--- config.mk ---
export PLATFORM = sky130hd
export DESIGN_NAME = hazard_stall_ctr_flat
export DESIGN_NICKNAME = d
export VERILOG_FILES = /design/src/rtl/hazard_stall_ctr_if.sv /design/src/rtl/hazard_stall_ctr.sv /design/src/flat_wrapper.sv
export SDC_FILE = /design/constraint.sdc
export NUM_CORES = 1
export LEC_CHECK = 0
export CELL_PAD_IN_SITES_DETAIL_PLACEMENT = 0
export CELL_PAD_IN_SITES_GLOBAL_PLACEMENT = 1
export CORE_UTILIZATION = 37
export CTS_BUF_LIST = sky130_fd_sc_hd__clkbuf_16
export DETAILED_ROUTE_END_ITERATION = 10
export PLACE_DENSITY = 0.89
export SYNTH_ARGS = -nofsm -noshare
export SYNTH_HDL_FRONTEND = slang
export SYNTH_SLANG_ARGS = --single-unit
--- constraint.sdc ---
create_clock -name clk -period 3.05 [get_ports clk]
set_clock_uncertainty 0.05 [all_clocks]
set_input_delay 0.4575 -clock clk [delete_from_list [all_inputs] [get_ports clk]]
set_output_delay 0.4575 -clock clk [all_outputs]
set_load 0.02 [all_outputs]
--- src/rtl/hazard_stall_ctr_if.sv ---
// hazard_stall_ctr_if: hazard inputs and pipeline stall/flush controls between the pipeline and its stall controller.
interface hazard_stall_ctr_if #(parameter int CNT_W = 16);
    logic             Id_Ex_memRead;
    logic [4:0]       Id_Ex_writeRegAdd;
    logic [4:0]       If_Id_readReg1;
    logic [4:0]       If_Id_readReg2;
    logic             If_Id_useReg1;
    logic             If_Id_useReg2;
    logic             Ex_branchTaken;
    logic             Ex_Mem_memAccess;
    logic             mem_ready;
    logic             pcWrite;
    logic             If_Id_write;
    logic             If_Id_flush;
    logic             Id_Ex_write;
    logic             Id_Ex_bubble;
    logic             Ex_Mem_write;
    logic             Mem_Wb_bubble;
    logic [CNT_W-1:0] stall_count;
    logic             mem_timeout;
    modport master (
        output Id_Ex_memRead, Id_Ex_writeRegAdd, If_Id_readReg1, If_Id_readReg2,
               If_Id_useReg1, If_Id_useReg2, Ex_branchTaken, Ex_Mem_memAccess, mem_ready,
        input  pcWrite, If_Id_write, If_Id_flush, Id_Ex_write, Id_Ex_bubble,
               Ex_Mem_write, Mem_Wb_bubble, stall_count, mem_timeout
    );
    modport slave (
        input  Id_Ex_memRead, Id_Ex_writeRegAdd, If_Id_readReg1, If_Id_readReg2,
               If_Id_useReg1, If_Id_useReg2, Ex_branchTaken, Ex_Mem_memAccess, mem_ready,
        output pcWrite, If_Id_write, If_Id_flush, Id_Ex_write, Id_Ex_bubble,
               Ex_Mem_write, Mem_Wb_bubble, stall_count, mem_timeout
    );
endinterface

--- src/rtl/hazard_stall_ctr.sv ---
// hazard_stall_ctr: load-use stall, memory-wait freeze and branch flush control with stall statistics and a memory watchdog.
module hazard_stall_ctr #(
    parameter int TIMEOUT_CYCLES = 255,
    parameter int CNT_W = 16
) (
    input logic            clk,
    input logic            rst_n,
    hazard_stall_ctr_if.slave hz
);
    typedef enum logic [1:0] {RUN, MEM_WAIT, ERROR} state_t;
    localparam logic [15:0] TIMEOUT_LIM = 16'(TIMEOUT_CYCLES);
    state_t           state;
    logic [15:0]      waitCnt;
    logic [15:0]      nextWait;
    logic [CNT_W-1:0] stallCnt;
    logic             timeoutReg;
    logic             loadUse;
    logic             memWait;
    logic             freeze;
    logic             pcWr;
    always_comb begin
        loadUse  = hz.Id_Ex_memRead && hz.Id_Ex_writeRegAdd != 5'd0 &&
                   ((hz.If_Id_useReg1 && hz.Id_Ex_writeRegAdd == hz.If_Id_readReg1) ||
                    (hz.If_Id_useReg2 && hz.Id_Ex_writeRegAdd == hz.If_Id_readReg2));
        memWait  = hz.Ex_Mem_memAccess && !hz.mem_ready;
        freeze   = state == ERROR || memWait;
        nextWait = state == MEM_WAIT ? waitCnt + 16'd1 : 16'd1;
        // a taken branch overrides load-use: the stalled ID instruction is on the wrong path anyway
        pcWr     = rst_n && !freeze && (hz.Ex_branchTaken || !loadUse);
    end
    assign hz.pcWrite       = pcWr;
    assign hz.If_Id_write   = pcWr;
    assign hz.Id_Ex_write   = rst_n && !freeze;
    assign hz.Ex_Mem_write  = rst_n && !freeze;
    assign hz.Mem_Wb_bubble = !rst_n || freeze;
    assign hz.If_Id_flush   = !rst_n || (!freeze && hz.Ex_branchTaken);
    assign hz.Id_Ex_bubble  = !rst_n || (!freeze && (hz.Ex_branchTaken || loadUse));
    assign hz.stall_count   = stallCnt;
    assign hz.mem_timeout   = timeoutReg;
    always_ff @(posedge clk) begin
        if (!rst_n) begin
            state      <= RUN;
            waitCnt    <= '0;
            stallCnt   <= '0;
            timeoutReg <= 1'b0;
        end else begin
            if (!pcWr && stallCnt != '1) stallCnt <= stallCnt + 1'b1;
            if (state != ERROR) begin
                if (memWait) begin
                    waitCnt <= nextWait;
                    state   <= nextWait >= TIMEOUT_LIM ? ERROR : MEM_WAIT;
                    if (nextWait >= TIMEOUT_LIM) timeoutReg <= 1'b1;
                end else begin
                    state   <= RUN;
                    waitCnt <= '0;
                end
            end
        end
    end
endmodule

--- src/flat_wrapper.sv ---
// flat-port wrapper written by rule: the top's interface ports become plain ports
module hazard_stall_ctr_flat 
#(
    parameter int TIMEOUT_CYCLES = 255,
    parameter int CNT_W = 16
)
  (clk, rst_n, hz_Id_Ex_memRead, hz_Id_Ex_writeRegAdd, hz_If_Id_readReg1, hz_If_Id_readReg2, hz_If_Id_useReg1, hz_If_Id_useReg2, hz_Ex_branchTaken, hz_Ex_Mem_memAccess, hz_mem_ready, hz_pcWrite, hz_If_Id_write, hz_If_Id_flush, hz_Id_Ex_write, hz_Id_Ex_bubble, hz_Ex_Mem_write, hz_Mem_Wb_bubble, hz_stall_count, hz_mem_timeout);
  hazard_stall_ctr_if #(.CNT_W(CNT_W)) hz_i ();
  input logic clk;
  input logic rst_n;
  input wire logic [$bits(hz_i.Id_Ex_memRead)-1:0] hz_Id_Ex_memRead;
  input wire logic [$bits(hz_i.Id_Ex_writeRegAdd)-1:0] hz_Id_Ex_writeRegAdd;
  input wire logic [$bits(hz_i.If_Id_readReg1)-1:0] hz_If_Id_readReg1;
  input wire logic [$bits(hz_i.If_Id_readReg2)-1:0] hz_If_Id_readReg2;
  input wire logic [$bits(hz_i.If_Id_useReg1)-1:0] hz_If_Id_useReg1;
  input wire logic [$bits(hz_i.If_Id_useReg2)-1:0] hz_If_Id_useReg2;
  input wire logic [$bits(hz_i.Ex_branchTaken)-1:0] hz_Ex_branchTaken;
  input wire logic [$bits(hz_i.Ex_Mem_memAccess)-1:0] hz_Ex_Mem_memAccess;
  input wire logic [$bits(hz_i.mem_ready)-1:0] hz_mem_ready;
  output wire logic [$bits(hz_i.pcWrite)-1:0] hz_pcWrite;
  output wire logic [$bits(hz_i.If_Id_write)-1:0] hz_If_Id_write;
  output wire logic [$bits(hz_i.If_Id_flush)-1:0] hz_If_Id_flush;
  output wire logic [$bits(hz_i.Id_Ex_write)-1:0] hz_Id_Ex_write;
  output wire logic [$bits(hz_i.Id_Ex_bubble)-1:0] hz_Id_Ex_bubble;
  output wire logic [$bits(hz_i.Ex_Mem_write)-1:0] hz_Ex_Mem_write;
  output wire logic [$bits(hz_i.Mem_Wb_bubble)-1:0] hz_Mem_Wb_bubble;
  output wire logic [$bits(hz_i.stall_count)-1:0] hz_stall_count;
  output wire logic [$bits(hz_i.mem_timeout)-1:0] hz_mem_timeout;
  assign hz_i.Id_Ex_memRead = hz_Id_Ex_memRead;
  assign hz_i.Id_Ex_writeRegAdd = hz_Id_Ex_writeRegAdd;
  assign hz_i.If_Id_readReg1 = hz_If_Id_readReg1;
  assign hz_i.If_Id_readReg2 = hz_If_Id_readReg2;
  assign hz_i.If_Id_useReg1 = hz_If_Id_useReg1;
  assign hz_i.If_Id_useReg2 = hz_If_Id_useReg2;
  assign hz_i.Ex_branchTaken = hz_Ex_branchTaken;
  assign hz_i.Ex_Mem_memAccess = hz_Ex_Mem_memAccess;
  assign hz_i.mem_ready = hz_mem_ready;
  assign hz_pcWrite = hz_i.pcWrite;
  assign hz_If_Id_write = hz_i.If_Id_write;
  assign hz_If_Id_flush = hz_i.If_Id_flush;
  assign hz_Id_Ex_write = hz_i.Id_Ex_write;
  assign hz_Id_Ex_bubble = hz_i.Id_Ex_bubble;
  assign hz_Ex_Mem_write = hz_i.Ex_Mem_write;
  assign hz_Mem_Wb_bubble = hz_i.Mem_Wb_bubble;
  assign hz_stall_count = hz_i.stall_count;
  assign hz_mem_timeout = hz_i.mem_timeout;
  hazard_stall_ctr #(.TIMEOUT_CYCLES(TIMEOUT_CYCLES), .CNT_W(CNT_W)) u_core (.clk(clk), .rst_n(rst_n), .hz(hz_i));
endmodule
==> results of run 1 <==
## power by group through the flow
stage,combinational (mW),sequential [mW],clock (mW)
after floorplan,0.0576,0.479,0
after global placement,0.124,0.476,0
after detailed placement,0.125,0.476,0
after CTS,0.126,0.466,0.670
after global routing,0.137,0.467,0.691
final,0.126,0.466,0.655
## layout make-up
cell class / count / area (sq um) / share of cell area, %
Tap cell: 72 / 90.1 / 3.11
Multi-Input combinational cell: 218 / 1350 / 46.7
Clock buffer: 5 / 125 / 4.32
Timing Repair Buffer: 55 / 536 / 18.5
Clock inverter: 3 / 63.8 / 2.20
Sequential cell: 35 / 701 / 24.2
Inverter: 8 / 30.0 / 1.04
## cells in the final DEF (no fill, tap or decap), types with 9 or more instances in the layout
master and instances:
xor2_1 12, o21ai_0 21, o31ai_1 11, nand2b_1 9, nand3_1 14, a21oi_1 16
dfxtp_1 35, clkdlybuf4s50_1 43, nand2_1 39, nor2_1 9, or4_1 11, buf_4 9
## per-layer routing
layer	vias to the layer above	track usage (%)
met5	-	0
met4	0	6.11
met3	7	3.37
met2	38	32.5
met1	1005	23.0
li1	1114	-
## what timing repair did
item | CTS | global route
endpoints found under the setup margin | 0 | 3
gates resized for setup | 0 | 4
hold buffers | 0 | 0
## state kept, by name, summed over array words and instances, names as in the netlist
register               cells
u_core.waitCnt            16
u_core.state               2
u_core.hz.stall_count     16
u_core.hz.mem_timeout      1
## cell families (layout without fill, tap and decap cells)
| logic type | after synthesis | after routing | synth area share (%) |
|---|---|---|---|
| and+or+nand+nor | 128 | 128 | 32.2 |
| AOI/OAI and AO/OA | 66 | 66 | 19.9 |
| DFF | 35 | 35 | 32.6 |
| buffers and inverters | 23 | 71 | 4.83 |
| xor gates and xnor gates | 16 | 16 | 6.52 |
| muxes | 6 | 6 | 2.80 |
| adders and majority gates | 2 | 2 | 1.16 |
## worst max-delay path by stage
stage	start	end
global placement	hz_Id_Ex_writeRegAdd[0]	hz_Id_Ex_bubble
CTS	hz_Id_Ex_writeRegAdd[3]	hz_If_Id_write
detailed placement	hz_Id_Ex_writeRegAdd[3]	hz_If_Id_write
finish	hz_Id_Ex_writeRegAdd[3]	u_core.hz.stall_count[10]$_SDFFE_PN0P_
floorplan	hz_Ex_Mem_memAccess	hz_pcWrite
global route	hz_Id_Ex_writeRegAdd[2]	u_core.hz.stall_count[9]$_SDFFE_PN0P_
## worst register-to-register path: cells and delay by family, from the launching register on
family          cells  cell delay, ns
flops               1            0.38
simple gates        5            0.95
buf+inv             1            0.18
fa+ha+maj           1            0.24
compound gates      1            0.32
==> flow_summary_export.csv, run 1 <==
group,metric,value,unit
status,outcome,"complete, no violations",
yosys,netlist.area_leader.share,32.6,%
setup_path,cpPeakStageDelay,0.52,ns
grt,grt_use_total,18.6,%
power,pwr-share-seq,37.4,%
yosys,synth_commonest_cells,"39 x nand2_1, 35 x dfxtp_1, 21 x o21ai_0, 16 x a21oi_1, 14 x nand3_1",
setup_path,r2r_cells,8,
yosys,synth_area,2150,sq um
flow_run,cap_violations,0,
die,coreArea,5540,sq um
setup_path,r2r-start,"u_core.waitCnt[0]$_SDFFE_PN0N_",
placed_design,place_ws,0.0166,ns
setup_path,path_delay_family,"simple AND/OR/NAND/NOR gates",
sta,fin_hold_ws,0.423,ns
routing,drt-total-wl,5430,um
sta,max_freq,364,MHz
clock_network,h-tree-depth,2,
yosys,synthArstFlopShare,0,%
cells_and_area,fin_area,2900,sq um
sta,rsz0062_at_grt,"no",
sta,hold_viol,0,
setup_path,path_depth,9,
clock_network,cts_buffers,5,
clock_network,clk_pin_slew,0.05,ns
routing,highest_layer,"met4",
worst_hold_path,hp-class,"reg -> reg",
sta,tns,0,ns
die,design.portCount,47,
yosys,ys_seq_elements,35,
cells_and_area,fin_nets,348,
clock_network,cts_setup_buffers,0,
routing,drt-vias-per-instance,5.46,
yosys,synth_enable_flop_cells,0,
yosys,synth_fp_nets,301,
sta,slew_headroom,70.7,%
yosys,ys.flop_type,"dfxtp_1",
setup_path,crit_required,3.20,ns
routing,first_pass_iters,4,
yosys,synth.area.top_cells,"dfxtp_1 33%, nand2_1 6.8%, o21ai_0 4.9%",
setup_path,cp-start-kind,"input port",
grt,grt_pass1_vias,1999,
yosys,synth_cells,276,
yosys,yosysWarnings,0,
placed_design,place_area,2690,sq um
clock_network,cts_sinks,35,
power,sw_frac_of_total,20.5,%
clock_network,clk_latency,0.28,ns
sta,tightest_slew,0.438,ns
power,clockPowerShare,52.6,%
sta,slew_viol_final,0,
setup_path,rr_endpoint,"u_core.state[1]$_SDFFE_PN0N_",
grt,globalRouteOverflowTotal,0,
sta,period_share,90.1,%
yosys,yosysTopAreaCell,"dfxtp_1",
die,die_h,78.2,um
setup_path,critPathBufInv,3,
routing,routedLengthMet1,2510,um
yosys,ys_types,49,
cells_and_area,area_delta_synth_final,34.8,%
power,ir_drop,0.443,mV
worst_hold_path,hold_path_end,"u_core.hz.mem_timeout$_SDFFE_PN0P_",
setup_path,r2r_slack,0.81,ns
power,fin_total_pwr,1.25,mW
cells_and_area,insertedDiodeCount,0,
clock_network,cts_root_buf,"clkbuf_16",
clock_network,clockBufferDepth,2,
setup_path,cp_cell_sequence,"clkdlybuf4s50_1 -> xor2_1 -> nor4_1 -> a32oi_2 -> o31ai_4 -> inv_2 -> buf_4 -> or4_1 -> a21oi_1",
cells_and_area,fillCellCount,544,
routing,routedWlPerCell,13.7,um
grt,grt_max_degree,25,
die,start_util,38.8,%
sta,setup_ws,0.302,ns
cells_and_area,final_layout_size_suffix_gt1_share,6.79,%
sta,layout_min_cycle_time,2.75,ns
routing,vias,2164,
setup_path,arrival,2.90,ns
worst_hold_path,whs_path_depth,2,
placed_design,place_congestion,0.780,
power,combPwrFrac,10.1,%
worst_hold_path,worstHoldStart,"u_core.hz.mem_timeout$_SDFFE_PN0P_",
sta,setup_violations,0,
routing,wl_met3,174,um
yosys,yosysMostFrequentCell,"nand2_1",
clock_network,cts_tree,"built",
routing,drc_errors,0,
placed_design,io_buffer_count,46,
placed_design,hpwl,3970,um
setup_path,crit_type,"in -> reg",
grt,antenna_found_initial,0,
die,dieArea,6120,sq um
die,die_width,78.2,um
power,powerDensity,430,nW/um^2
placed_design,dp_cells,388,
yosys,synth.avg_cell_area,7.78,sq um
routing,drtIter0Drc,67,
grt,grt_pass1_wl,9120,um
cells_and_area,layoutNonFillerInstCount,396,
setup_path,critPathSlowestCell,"or4_1",
routing,ant_nets,0,
cells_and_area,finish.utilization,52.3,%
setup_path,crit_path_end_kind,"flop",
die,rows,27,
setup_path,crit_fanout,24,
power,intPower,0.991,mW
power,p_leak,1.01,nW
routing,met2WireLength,2670,um
power,p_switching,0.256,mW
yosys,ys_seq_area_share,32.6,%
No activity file was read; power rests on OpenSTA's default activity.
==> run 2, diff against run 1 <==
Settings changed: CORE_ASPECT_RATIO set to 1.4.
==> flow_summary_export.csv, run 2 (synthesis results as in run 1) <==
group,metric,value,unit
die,dieArea,6120,sq um
routing,routedWlPerCell,13.4,um
die,die_h,92.2,um
cells_and_area,area_delta_synth_final,31.6,%
clock_network,cts_sinks,35,
grt,antenna_found_initial,0,
placed_design,hpwl,3940,um
routing,drt-vias-per-instance,5.51,
routing,drc_errors,0,
routing,drtIter0Drc,86,
clock_network,cts_tree,"built",
sta,layout_min_cycle_time,2.70,ns
sta,tns,0,ns
setup_path,r2r_slack,0.66,ns
clock_network,h-tree-depth,2,
cells_and_area,final_layout_size_suffix_gt1_share,6.21,%
grt,grt_pass1_vias,1887,
clock_network,cts_buffers,5,
routing,drt-total-wl,5240,um
die,rows,32,
cells_and_area,fin_nets,346,
sta,fin_hold_ws,0.430,ns
setup_path,crit_type,"in -> out",
routing,first_pass_iters,4,
clock_network,cts_setup_buffers,0,
power,ir_drop,0.216,mV
status,outcome,"complete, no violations",
setup_path,arrival,2.19,ns
placed_design,place_congestion,0.806,
grt,grt_max_degree,25,
die,coreArea,5570,sq um
setup_path,crit_path_end_kind,"output pin",
routing,vias,2150,
cells_and_area,insertedDiodeCount,0,
sta,slew_viol_final,0,
clock_network,clk_pin_slew,0.05,ns
sta,max_freq,371,MHz
cells_and_area,multi_input_comb_area,1350,sq um
cells_and_area,register_area,701,sq um
clock_network,clockBufferDepth,2,
cells_and_area,final_cell_mix,"43 x clkdlybuf4s50_1, 39 x nand2_1, 35 x dfxtp_1, 21 x o21ai_0, 16 x a21oi_1",
flow_run,cap_violations,0,
grt,grt_pass1_wl,8630,um
cells_and_area,layout_commonest_cell,"clkdlybuf4s50_1",
cells_and_area,fillCellCount,546,
sta,hold_viol,0,
placed_design,io_buffer_count,46,
power,p_leak,0.973,nW
setup_path,crit_fanout,3,
sta,setup_violations,0,
routing,ant_nets,0,
clock_network,clk_latency,0.28,ns
setup_path,cp-start-kind,"input port",
die,start_util,38.6,%
die,die_width,66.4,um
setup_path,crit_required,2.54,ns
sta,slew_headroom,59.3,%
die,design.portCount,47,
power,powerDensity,380,nW/um^2
worst_hold_path,hp-class,"reg -> reg",
sta,rsz0062_at_grt,"no",
grt,grt_use_total,18.3,%
sta,period_share,88.4,%
clock_network,cts_root_buf,"clkbuf_16",
sta,tightest_slew,0.605,ns
grt,globalRouteOverflowTotal,0,
[run 2: changes by cell type in the layout (fill, tap and decap cells not counted)]
cell,delta
buf_4,-2
bufinv_16,-2
a32oi_1,+1
a32oi_2,-1
clkinv_2,+1
clkinvlp_4,+1
nor4_1,-1
nor4_2,+1
[run 2: cell type report]
class	instances	share of cell area (%)
multi-input combinational	218	47.7
sequential	35	24.8
timing repair buffer	53	18.4
clock buffer	5	4.42
tap	68	3.01
inverter	8	1.06
clock inverter	3	0.575
[run 2: worst paths after layout]
| path | startpoint | to | depth (start not counted) |
|---|---|---|---|
| worst min-delay path | u_core.hz.stall_count[13]$_SDFFE_PN0P_ | u_core.hz.stall_count[13]$_SDFFE_PN0P_ | 2 |
| worst max register to register | u_core.waitCnt[0]$_SDFFE_PN0N_ | u_core.state[1]$_SDFFE_PN0N_ | 7 |
| worst min register to register | u_core.hz.stall_count[13]$_SDFFE_PN0P_ | u_core.hz.stall_count[13]$_SDFFE_PN0P_ | 2 |
| worst max-delay path | hz_Id_Ex_writeRegAdd[3] | hz_Id_Ex_bubble | 7 |
[run 2: where the power goes]
part | switching (mW) | total (mW) | internal, mW
logic | 0.0593 | 0.122 | 0.0627
clock network | 0.188 | 0.486 | 0.298
registers | 0.00465 | 0.466 | 0.462
total | 0.252 | 1.07 | 0.822
[run 2: timing repair]
item | CTS | global route
setup endpoints to repair | 0 | 3
resized for setup | 0 | 4
hold buffers | 0 | 0
[run 2: routing by layer]
| layer | wire [um] | global-route usage [%] | vias to the layer above |
|---|---|---|---|
| met4 | 38 | 6.91 | 0 |
| met5 | 0 | 0 | - |
| li1 | - | - | 1106 |
| met3 | 143 | 3.48 | 4 |
| met2 | 2840 | 32.1 | 30 |
| met1 | 2230 | 21.2 | 1010 |
[run 2: through the flow]
stage / area (sq um) / std cells / setup slack [ns] / power, mW / utilization, %
after floorplan: 2150 / 276 / 0.542 / 0.537 / -
after global placement: 2670 / 382 / 0.0446 / 0.597 / 48.0
after global routing: 2830 / 390 / 0.216 / 1.12 / 50.8
final: 2830 / 390 / 0.354 / 1.07 / 50.8
after detailed placement: 2670 / 382 / 0.0169 / 0.598 / 48.0
after CTS: 2810 / 390 / 0.0162 / 1.09 / 50.6
[run 2: worst max-delay path, stage by stage]
cell and delay, ns:
clkdlybuf4s50_1 0.48, or4_1 0.54, o21ai_1 0.13, buf_4 0.14, nor2_1 0.04, a21o_1 0.19
dlymetal6s2s_1 0.20
==> run 3, diff against run 2 <==
--- a/config.mk
+++ b/config.mk
@@ -12,4 +12,5 @@
 export CTS_BUF_LIST = sky130_fd_sc_hd__clkbuf_16
 export DETAILED_ROUTE_END_ITERATION = 10
+export GPL_TIMING_DRIVEN = 0
 export PLACE_DENSITY = 0.89
 export SYNTH_ARGS = -nofsm -noshare
==> constraint.sdc (replaced) <==
create_clock -name clk -period 3.05 [get_ports clk]
set_clock_uncertainty 0.05 [all_clocks]
set_input_delay 0.915 -clock clk [delete_from_list [all_inputs] [get_ports clk]]
set_output_delay 0.915 -clock clk [all_outputs]
set_load 0.02 [all_outputs]
==> flow_summary_export.csv, run 3 (synthesis results as in run 1) <==
group,metric,value,unit
clock_network,cts_buffers,5,
cells_and_area,multi_input_comb_area,1470,sq um
setup_path,path_depth,8,
cells_and_area,insertedDiodeCount,0,
placed_design,hpwl,4230,um
power,combPwrFrac,12.8,%
sta,layout_min_cycle_time,3.26,ns
routing,vias,2258,
routing,first_pass_iters,4,
setup_path,cp-startpoint,"hz_If_Id_readReg2[4]",
setup_path,path_delay_family,"buffers and inverters",
grt,grt_max_degree,13,
setup_path,cpPeakStageDelay,0.32,ns
clock_network,clockBufferDepth,2,
routing,drc_errors,0,
clock_network,cts_root_buf,"clkbuf_16",
cells_and_area,final_cell_mix,"38 x nand2_1, 35 x dfxtp_1, 21 x o21ai_0, 21 x clkdlybuf4s50_1, 16 x a21oi_1",
routing,drt-total-wl,5710,um
routing,drtIter0Drc,113,
clock_network,h-tree-depth,2,
cells_and_area,register_area,701,sq um
grt,grt_pass1_wl,9760,um
setup_path,cp-start-kind,"input port",
setup_path,critPathBufInv,4,
clock_network,clk_pin_slew,0.06,ns
sta,tightest_slew,0.747,ns
sta,slew_viol_final,0,
power,p_switching,0.287,mW
worst_hold_path,hp-class,"reg -> reg",
setup_path,r2r_slack,0.49,ns
power,pwr-share-seq,38.5,%
die,die_width,66.4,um
sta,rsz0062_at_grt,"yes",
setup_path,crit_type,"in -> out",
die,start_util,38.6,%
sta,period_share,107,%
grt,grt_use_total,20.5,%
grt,grt_pass1_vias,2177,
setup_path,rr_endpoint,"u_core.state[0]$_SDFFE_PN0N_",
status,violations,"negative setup slack",
cells_and_area,layout_commonest_cell,"nand2_1",
die,dieArea,6120,sq um
placed_design,place_area,2720,sq um
routing,drt-vias-per-instance,5.51,
power,clockPowerShare,48.7,%
routing,routedWlPerCell,13.9,um
placed_design,place_congestion,0.853,
setup_path,critPathSlowestCell,"nor4_4",
status,outcome,"complete, but fails checks",
cells_and_area,fillCellCount,499,
clock_network,ctsHoldBuffers,0,
clock_network,cts_tree,"built",
routing,ant_nets,0,
setup_path,crit_path_end,"hz_pcWrite",
die,rows,32,
setup_path,arrival,2.30,ns
setup_path,r2r-start,"u_core.waitCnt[0]$_SDFFE_PN0N_",
worst_hold_path,worstHoldStart,"u_core.hz.mem_timeout$_SDFFE_PN0P_",
power,intPower,0.924,mW
cells_and_area,area_delta_synth_final,42.2,%
sta,max_freq,306,MHz
cells_and_area,fin_area,3050,sq um
power,p_leak,1.08,nW
setup_path,path_common_cell,"buf_6",
sta,hold_viol,0,
sta,slew_headroom,49.7,%
die,die_h,92.2,um
setup_path,crit_fanout,5,
setup_path,crit_path_end_kind,"output pin",
power,ir_drop,0.277,mV
cells_and_area,finish.utilization,54.9,%
setup_path,cp_cell_sequence,"buf_6 -> xor2_2 -> nor4_4 -> a32oi_4 -> o31ai_4 -> inv_2 -> buf_6 -> buf_6",
power,powerDensity,396,nW/um^2
sta,setup_violations,3,
clock_network,clk_latency,0.28,ns
sta,setup_ws,-0.213,ns
grt,globalRouteOverflowTotal,0,
grt,antenna_found_initial,0,
cells_and_area,fin_nets,366,
flow_run,cap_violations,0,
clock_network,cts_sinks,35,
die,coreArea,5570,sq um
placed_design,io_buffer_count,46,
power,sw_frac_of_total,23.7,%
setup_path,r2r_cells,7,
cells_and_area,final_layout_size_suffix_gt1_share,18.4,%
die,design.portCount,47,
setup_path,crit_required,2.08,ns
-- run 3: per-layer routing --
layer	GRT usage [%]	up-vias	routed length (um)
li1	-	1136	-
met1	20.5	1047	2220
met2	39.7	65	3120
met3	4.73	10	249
met4	6.56	0	112
met5	0	-	0
-- run 3: what timing repair did --
item | CTS | global route
gates resized for setup | 87 | 24
pin swaps | 14 | 9
setup endpoints to repair | 11 | 5
setup buffers | 9 | 6
-- run 3: worst min path at each step --
stage,slack (ns),endpoint,cells after the start
floorplan,0.41,u_core.waitCnt[0]$_SDFFE_PN0N_,1
global placement,0.42,u_core.hz.mem_timeout$_SDFFE_PN0P_,2
detailed placement,0.42,u_core.hz.mem_timeout$_SDFFE_PN0P_,2
CTS,0.43,u_core.hz.mem_timeout$_SDFFE_PN0P_,2
global route,0.44,u_core.hz.mem_timeout$_SDFFE_PN0P_,2
finish,0.43,u_core.hz.mem_timeout$_SDFFE_PN0P_,2
-- run 3: worst min-delay path: stages, from the launching register on --
cell	delay, ns
dfxtp_1	0.33
nand2_1	0.05
nand3_1	0.07
-- run 3: cell type report --
class | instances | share of cell area [%]
multi-input combinational | 218 | 48.0
buffer | 13 | 2.13
timing repair buffer | 60 | 17.6
tap | 68 | 2.79
clock inverter | 3 | 1.43
clock buffer | 5 | 4.10
sequential | 35 | 22.9
inverter | 8 | 0.983
-- run 3: per-stage QoR --
step,cells,setup slack [ns],TNS (ns),power [mW],hold slack (ns)
after floorplan,276,-0.192,-0.231,0.540,0.411
final,410,-0.213,-0.512,1.21,0.427
after detailed placement,390,-1.36,-9.04,0.605,0.419
after global placement,390,-1.34,-8.54,0.604,0.416
after global routing,410,-0.298,-0.853,1.26,0.444
after CTS,407,-0.424,-0.898,1.21,0.432
-- run 3: power by group through the flow --
stage	Clock, mW	Combinational (mW)	Sequential [mW]
floorplan	0	0.0612	0.479
global placement	0	0.128	0.476
CTS	0.600	0.140	0.466
detailed placement	0	0.129	0.476
global route	0.625	0.168	0.467
finish	0.589	0.155	0.466
